[src/rtl/jt89_mixer_n.sv]
// Multi-channel gain/mute mixer with a cascaded one-pole low-pass filter on the mix.
// Define JT89_MIXER_SAT_EN to saturate the mix into the filter range; otherwise it wraps.
module jt89_mixer_n #(
    parameter int CHN    = 4,
    parameter int IW     = 10,
    parameter int OW     = 12,
    parameter int STAGES = 3,
    parameter int GW     = 4
) (
    input  logic                  clk,
    input  logic                  rst,
    input  logic                  cen,
    input  logic [CHN*IW-1:0]     ch,
    input  logic [CHN*GW-1:0]     gain,
    input  logic [CHN-1:0]        mute,
    output logic signed [OW-1:0]  sound,
    output logic                  sample_valid
);
    localparam int FW   = OW + 1;
    localparam int IDXW = $clog2(CHN);
    localparam int AW   = IW + GW + IDXW + 1;
    localparam int PW   = IW + GW + 1;
    localparam int XW   = (AW > FW) ? AW : FW;

    typedef enum logic [1:0] {IDLE, ACC, FILT} state_t;

    state_t                 state_reg, state_next;
    logic [IDXW-1:0]        idx_reg, idx_next;
    logic signed [AW-1:0]   acc_reg, acc_next;
    logic signed [FW-1:0]   s_reg  [STAGES];
    logic signed [FW-1:0]   s_next [STAGES];
    logic signed [PW-1:0]   term   [CHN];
    logic signed [PW-1:0]   cur_term;
    logic signed [XW-1:0]   acc_x;
    logic signed [FW-1:0]   fresh;
    logic                   do_filt;

    // Gain is unsigned, so it gets a zero sign bit before the signed multiply.
    for (genvar gi = 0; gi < CHN; gi++) begin : g_term
        logic signed [IW-1:0] x;
        logic signed [PW-1:0] prod;
        assign x       = ch[gi*IW +: IW];
        assign prod    = x * $signed({1'b0, gain[gi*GW +: GW]});
        assign term[gi] = mute[gi] ? '0 : (prod >>> 2);
    end

    assign cur_term = term[idx_reg];

    if (XW > AW) begin : g_ext
        assign acc_x = {{(XW-AW){acc_reg[AW-1]}}, acc_reg};
    end else begin : g_noext
        assign acc_x = acc_reg;
    end

`ifdef JT89_MIXER_SAT_EN
    localparam logic signed [XW-1:0] FMAX = {{(XW-FW+1){1'b0}}, {(FW-1){1'b1}}};
    localparam logic signed [XW-1:0] FMIN = {{(XW-FW+1){1'b1}}, {(FW-1){1'b0}}};
    always_comb begin
        fresh = acc_x[FW-1:0];
        if (acc_x > FMAX)
            fresh = FMAX[FW-1:0];
        else if (acc_x < FMIN)
            fresh = FMIN[FW-1:0];
    end
`else
    assign fresh = acc_x[FW-1:0];
`endif

    // Each stage averages itself with its upstream neighbour; the last stage takes the fresh mix.
    for (genvar gi = 0; gi < STAGES; gi++) begin : g_stage
        logic signed [FW-1:0] upstream;
        logic signed [FW:0]   sum;
        if (gi == STAGES-1) begin : g_last
            assign upstream = fresh;
        end else begin : g_mid
            assign upstream = s_reg[gi+1];
        end
        assign sum        = {s_reg[gi][FW-1], s_reg[gi]} + {upstream[FW-1], upstream};
        assign s_next[gi] = sum[FW:1];
    end

    always_comb begin
        state_next = state_reg;
        idx_next   = idx_reg;
        acc_next   = acc_reg;
        do_filt    = 1'b0;
        case (state_reg)
            IDLE: begin
                if (cen) begin
                    state_next = ACC;
                    idx_next   = '0;
                    acc_next   = '0;
                end
            end
            ACC: begin
                if (cen) begin
                    acc_next = acc_reg + {{(AW-PW){cur_term[PW-1]}}, cur_term};
                    if (idx_reg == IDXW'(CHN-1)) begin
                        idx_next   = '0;
                        state_next = FILT;
                    end else begin
                        idx_next = idx_reg + IDXW'(1);
                    end
                end
            end
            FILT: begin
                do_filt    = 1'b1;
                acc_next   = '0;
                idx_next   = '0;
                state_next = ACC;
            end
            default: state_next = IDLE;
        endcase
    end

    always_ff @(posedge clk) begin
        if (!rst) begin
            state_reg    <= IDLE;
            idx_reg      <= '0;
            acc_reg      <= '0;
            sound        <= '0;
            sample_valid <= 1'b0;
            for (int i = 0; i < STAGES; i++)
                s_reg[i] <= '0;
        end else begin
            state_reg    <= state_next;
            idx_reg      <= idx_next;
            acc_reg      <= acc_next;
            sample_valid <= do_filt;
            if (do_filt) begin
                for (int i = 0; i < STAGES; i++)
                    s_reg[i] <= s_next[i];
                sound <= s_next[0][FW-1:1];
            end
        end
    end
endmodule
[config.mk]
export PLATFORM = sky130hd
export DESIGN_NAME = jt89_mixer_n
export DESIGN_NICKNAME = d
export VERILOG_FILES = /design/src/rtl/jt89_mixer_n.sv
export SDC_FILE = /design/constraint.sdc
export NUM_CORES = 1
export LEC_CHECK = 0
export BUFFER_PORTS_ARGS = -buffer_cell sky130_fd_sc_hd__buf_2
export CORE_AREA = 2 2 134 136
export DETAILED_ROUTE_END_ITERATION = 6
export DIE_AREA = 0 0 136 138
export MAX_ROUTING_LAYER = met4
export PLACE_DENSITY = 0.81
export SETUP_SLACK_MARGIN = 0.02
export SLEW_MARGIN = 20
export SYNTH_ARGS = -nofsm -noshare
export SYNTH_HDL_FRONTEND = slang
export SYNTH_SLANG_ARGS = --single-unit
[constraint.sdc]
create_clock -name clk -period 7.31 [get_ports clk]
set_clock_uncertainty 0.2 [all_clocks]
set_input_delay 1.462 -clock clk [delete_from_list [all_inputs] [get_ports clk]]
set_output_delay 1.462 -clock clk [all_outputs]
set_load 0.02 [all_outputs]
### Word level (Yosys, flattened, before mapping)

Memory sizes are Yosys's and may differ from the RTL's.
Cells that the tools add are included.
W data, S select, Z words.

* register bits: 34
* bits in writable memories: 39
* memories kept: 1

* add/sub/neg operators: 5
* multiply operators: 4
* order comparisons: 1
* eq/ne operators: 6
* multiplexer cells: 26
* bitwise logic cells: 4
* reduce and logical (&&, ||, !) cells: 4

Memories
* s_reg: words 3, bits a word 13, rd ports 3, clocked after memory_dff 0, write ports 3, line 30 `logic signed [FW-1:0] s_reg [STAGES];`

Operators by type and width (count)
* $mux W13: 7
* $mul A10 B5 Y15: 4
* $pmux W17 S3: 1
* $add A13 B13 Y14: 3
* $mux W17: 2
* $bmux W15 S2: 1
* $mux W15: 2
* $add A17 B17 Y17: 1
* $mux W2: 6
* $pmux W2 S3: 2
* $ne A2 B2 Y1 const B: 3
* $reduce_and A3 Y1: 2
* $mux W1: 5
* $eq A2 B2 Y1 const B: 2
* $ge A3 B3 Y1 const B: 1
* $not A2 Y3: 1
* $or A1 B1 Y1: 3
* $reduce_bool A3 Y1: 1
* $add A2 B1 Y2 const B: 1
* $eq A2 B1 Y1 const B: 1
* $logic_not A2 Y1: 1

### Logic depth before layout (Yosys ltp)

* depth in word-level cells: 8
* mapped depth: 25
* depth with buffers taken out: 25

### Worst setup path after synthesis

No wires, ideal clock.

* path type: input to register
* start: in ch[32]
* end: reg acc_reg[12]
* library setup time: 117 ps
* arrival: 6117 ps
* required time: 6993 ps
* setup slack: 875 ps
* stages on the path: 23
* path buffers: 0
* path through: and2_1 ha_1 inv_1 fa_1 fa_1 inv_1 ha_1 a21o_1 a21o_1 a31o_2 a211oi_1 xnor2_1 a221oi_1 nor2_1 ha_1 a21oi_1 o21a_1 a31o_2 o21ai_0 or3_1 o211ai_1 mux2i_1 nand2_1

* longest elaborated chain between the ends: 8

RTL lines
* from (decl): line 13 `input logic [CHN*IW-1:0] ch,`
* $mul A10 B5 Y15: line 43 `assign prod = x * $signed({1'b0, gain[gi*GW +: GW]});`
* $mux W13: line 44 `assign term[gi] = mute[gi] ? '0 : (prod >>> 2);`
* $bmux W15 S2: line 47 `assign cur_term = term[idx_reg];`
* $mux W15 (implied by the code) (2 in a row): line 47
* $add A17 B17 Y17: line 97 `acc_next = acc_reg + {{(AW-PW){cur_term[PW-1]}}, cur_term};`
* $mux W17: line 96 `if (cen) begin`
* $pmux W17 S3: line 87 `case (state_reg)`
* to (signal assigned): line 128 `acc_reg <= acc_next;`
* to (decl): line 29 `logic signed [AW-1:0] acc_reg, acc_next;`

Every way passes these cells. The select of a mux whose other input is x is not followed.
A chain may end at the register's enable or synchronous reset.

### Final worst setup path

* start: in gain[15]
* end: reg acc_reg[12]

* longest elaborated chain between the ends: 8

RTL lines
* from (decl): line 14 `input logic [CHN*GW-1:0] gain,`
* $mul A10 B5 Y15: line 43
* $mux W13: line 44
* $bmux W15 S2: line 47
* $mux W15 (implied by the code) (2 in a row): line 47
* $add A17 B17 Y17: line 97
* $mux W17: line 96
* $pmux W17 S3: line 87

Every way passes these cells. The select of a mux whose other input is x is not followed.

==> flow_summary.yaml <==
outcome:
  outcome: "finished clean"
finish:
  diodes: 0
  mostFrequentLayoutCell: "sky130_fd_sc_hd__inv_1"
  finish.net_count: 1636
  largest_reg_flops: 39
  layoutNonFillerInstCount: 1561
  postLayoutCellArea_sq_mm: 0.01166
  most_frequent_cells_in_the_layout: "210 x sky130_fd_sc_hd__inv_1, 158 x sky130_fd_sc_hd__ha_1, 118 x sky130_fd_sc_hd__and2_1, 88 x sky130_fd_sc_hd__fa_1, 84 x sky130_fd_sc_hd__nand2_1"
  post-route-util: 0.6650
  syn2layout_area_growth_pct: 8.689
  final_layout_size_suffix_gt1_frac: 0.07883
pwr:
  p_clk_frac: 0.257
  switching_power_mw: 0.7379
  p_total_mw: 1.925
  power.sequential.fraction: 0.224
  sw_frac_of_total: 0.3833
  irDropWorstVdd_mv: 0.1536
  total_leakage_power_nw: 5.992
  power.share.combinational: 0.518
  internal_power_mw: 1.187
  pwr_density_cell_mw_per_mm2: 165.1
drt:
  detail_route.vias_per_cell: 5.593
  detailedRoute.firstPassIterationCount: 5
  postRouteAntennaNets: 0
  met1_length_mm: 9.537
  drt-wirelength-per-cell_um: 13.61
  met2_length_mm: 10.61
  route.vias.total: 8731
  top_layer_used: "met4"
  route.final.wire_length_mm: 21.24
  drt_iter0_markers: 463
  drc_errors: 0
  wl_met3_um: 827
global_route:
  grt_overflow: 0
  antenna_found_initial: 0
  grt_max_degree: 34
  vias_in_the_first_global_route: 8421
  grt_first_pass_wirelength_mm: 37.16
  grt.total_usage: 0.2423
sta:
  report.final.slew_viol_count: 0
  timing.final.setup_violations: 0
  fin_hold_ws_ns: 0.2448
  rsz0062_at_grt: "no"
  finalCriticalPeriod_ns: 6.689
  maxClockFrequency_mhz: 149.5
  timing_worst_slew_pin_value_ns: 1.063
  final_hold_violation_count: 0
  fin_ws_ns: 0.6208
  fin_tns_setup_ns: 0
  slew-limit-headroom: 0.2890
  layout_worst_path_cycle_share: 0.9151
synthesis:
  post_synth_mux_area_share: 0.003732
  synth_adder_area_share: 0.3485
  post_synth_xor_area_fraction: 0.05645
  synth_area_per_cell_sq_um: 8.514
  ys_ff_latch: 69
  synth_top_family_by_area: "adder cells"
  synth_simple_gate_area_frac: 0.1961
  number_of_enable_flip_flop_cells_after_synthesis: 39
  synth.cell_area_sq_mm: 0.01073
  synth-compound-area-share: 0.1486
  yosys_warnings: 0
  yosysSeqAreaShare: 0.1652
  synthesis.nets: 1569
  postSynth.asyncResetShare: 0
  synthDistinctLibCells: 59
  syn_inst: 1260
  synth_ff_type: "sky130_fd_sc_hd__edfxtp_1"
clock_network:
  htreeDepth: 3
  cts_tree: "built"
  clock_tree.root_cell: "sky130_fd_sc_hd__clkbuf_16"
  post_cts_hold_buffer_count: 0
  tritoncts_num_sinks: 69
  clkLatencyLatePin_ns: 0.33
  cts_buffer_depth: 2
  post-cts-setup-buffers: 0
  cts_resized: 0
  cts_made_buffers: 9
  clk_transition_reported_paths_ns: 0.05
placement:
  gpl.final_weighted_congestion: 0.8966
  number_of_placed_instances_with_taps_included: 1545
  detailedPlace.worstSlack_ns: 0.3653
  placed_cell_area_sq_mm: 0.01132
  detailed_place_hpwl_mm: 17.33
  count_of_buffers_inserted_at_the_top_level_ports: 75
setup_path:
  timing.critical_path.depth: 24
  critPathRequiredTime_ns: 7.32
  worst-r2r-setup-slack_ns: 2.74
  path_max_fanout: 10
  crit_top_cell: "sky130_fd_sc_hd__ha_1"
  critical_path.startpoint_type: "primary input"
  worst_r2r_endpoint: "acc_reg[12]$_SDFFE_PN0P_"
  crit_path_cell_trace: "buf_2 > and2_1 > ha_1 > inv_1 > fa_1 > fa_1 > inv_1 > ha_1 > a21o_1 > a41o_1 > nor4_1 > nor2_1 > xor2_1 > a221oi_1 > nor2_1 > ha_1 > nand2_1 > o21a_1 > a31o_2 > o21ai_0 > o21ai_0 > o211ai_1 > mux2i_1 > nand2_1"
  critPathArrivalTime_ns: 6.70
  worst_path_largest_cell_delay_ns: 0.54
  critPathKind: "in2reg"
  rr_startpoint: "idx_reg[0]$_SDFFE_PN0P_"
  worst_setup_path_endpoint: "acc_reg[12]$_SDFFE_PN0P_"
  timing.critical_path.from: "gain[15]"
  worstRegToRegCells: 15
  cp_slowest_cell: "sky130_fd_sc_hd__fa_1"
  critical_path.n_buffers_inverters: 3
  end_kind: "register"
  timing.critical_path.max_delay_family: "adder cells"
min_path:
  timing.hold.worst_path_depth: 1
  holdCritPathClass: "reg2reg"
floorplan:
  floorplan.rows: 49
  dieArea_sq_mm: 0.01877
  fp.coreArea_sq_mm: 0.01753
  design.portCount: 76
  floorplan.initialDensity: 0.6118
  die_width_um: 136
  die-height_um: 138
run:
  maxCapViolations: 0
==> power by group through the flow <==
stage / logic (mW) / registers [mW] / clock network [mW]
6_report: 0.998 / 0.431 / 0.496
3_3_place_gp: 0.968 / 0.439 / 0
3_5_place_dp: 0.985 / 0.440 / 0
4_1_cts: 0.996 / 0.431 / 0.499
2_1_floorplan: 0.780 / 0.435 / 0
5_1_grt: 1.14 / 0.433 / 0.518
==> worst min-delay path by stage <==
stage / startpoint / endpoint / slack, ns
after global placement: sound[7]$_SDFFE_PN0P_ / sound[7]$_SDFFE_PN0P_ / 0.23
final: sound[5]$_SDFFE_PN0P_ / sound[5]$_SDFFE_PN0P_ / 0.24
after detailed placement: sound[11]$_SDFFE_PN0P_ / sound[11]$_SDFFE_PN0P_ / 0.23
after global routing: sound[5]$_SDFFE_PN0P_ / sound[5]$_SDFFE_PN0P_ / 0.27
after floorplan: acc_reg[12]$_SDFFE_PN0P_ / acc_reg[12]$_SDFFE_PN0P_ / 0.26
after CTS: sound[5]$_SDFFE_PN0P_ / sound[5]$_SDFFE_PN0P_ / 0.25
==> synth_stat cells, drive strengths merged (5+ instances only) <==
library cell / number / area share
nand4: 5 / 0.0029
dfxtp: 30 / 0.056
a21oi: 64 / 0.030
nand3: 17 / 0.0079
o21a: 10 / 0.0070
clkbuf: 18 / 0.0063
ha: 158 / 0.18
o211ai: 7 / 0.0049
or3: 7 / 0.0041
nor3: 35 / 0.016
and3: 11 / 0.0064
and2: 118 / 0.069
nor2b: 26 / 0.015
xor2: 19 / 0.016
inv: 210 / 0.073
nand2b: 10 / 0.0058
nand2: 85 / 0.030
fa: 88 / 0.16
a211oi: 9 / 0.0068
a31o: 6 / 0.0049
a22oi: 9 / 0.0063
o21bai: 8 / 0.0056
xnor2: 45 / 0.037
o21ai: 43 / 0.020
edfxtp: 39 / 0.11
a21o: 25 / 0.017
a221oi: 20 / 0.016
nor2: 79 / 0.028
a21boi: 5 / 0.0035
==> area by class of cell <==
class | instances | area [sq um]
Tap cell | 229 | 286.5
Clock inverter | 6 | 112.6
Clock buffer | 10 | 229.0
Sequential cell | 69 | 1772
Multi-Input combinational cell | 960 | 8082
Timing Repair Buffer | 77 | 390.4
Fill cell | 1465 | 5874
Inverter | 210 | 788.3
==> kinds of logic after synthesis <==
| logic type | Yosys count |
|---|---|
| and+or+nand+nor | 408 |
| adders and majority gates | 246 |
| AOI/OAI and AO/OA | 236 |
| buffers and inverters | 231 |
| DFF | 69 |
| xor gates and xnor gates | 66 |
| muxes | 4 |
==> metal layers <==
metal / vias to the layer above / global-route usage
met5: - / -
met4: 0 / 0.04989
met3: 25 / 0.03117
met2: 165 / 0.4092
met1: 4151 / 0.3125
li1: 4390 / -
(Power assumes the default switching activity.)
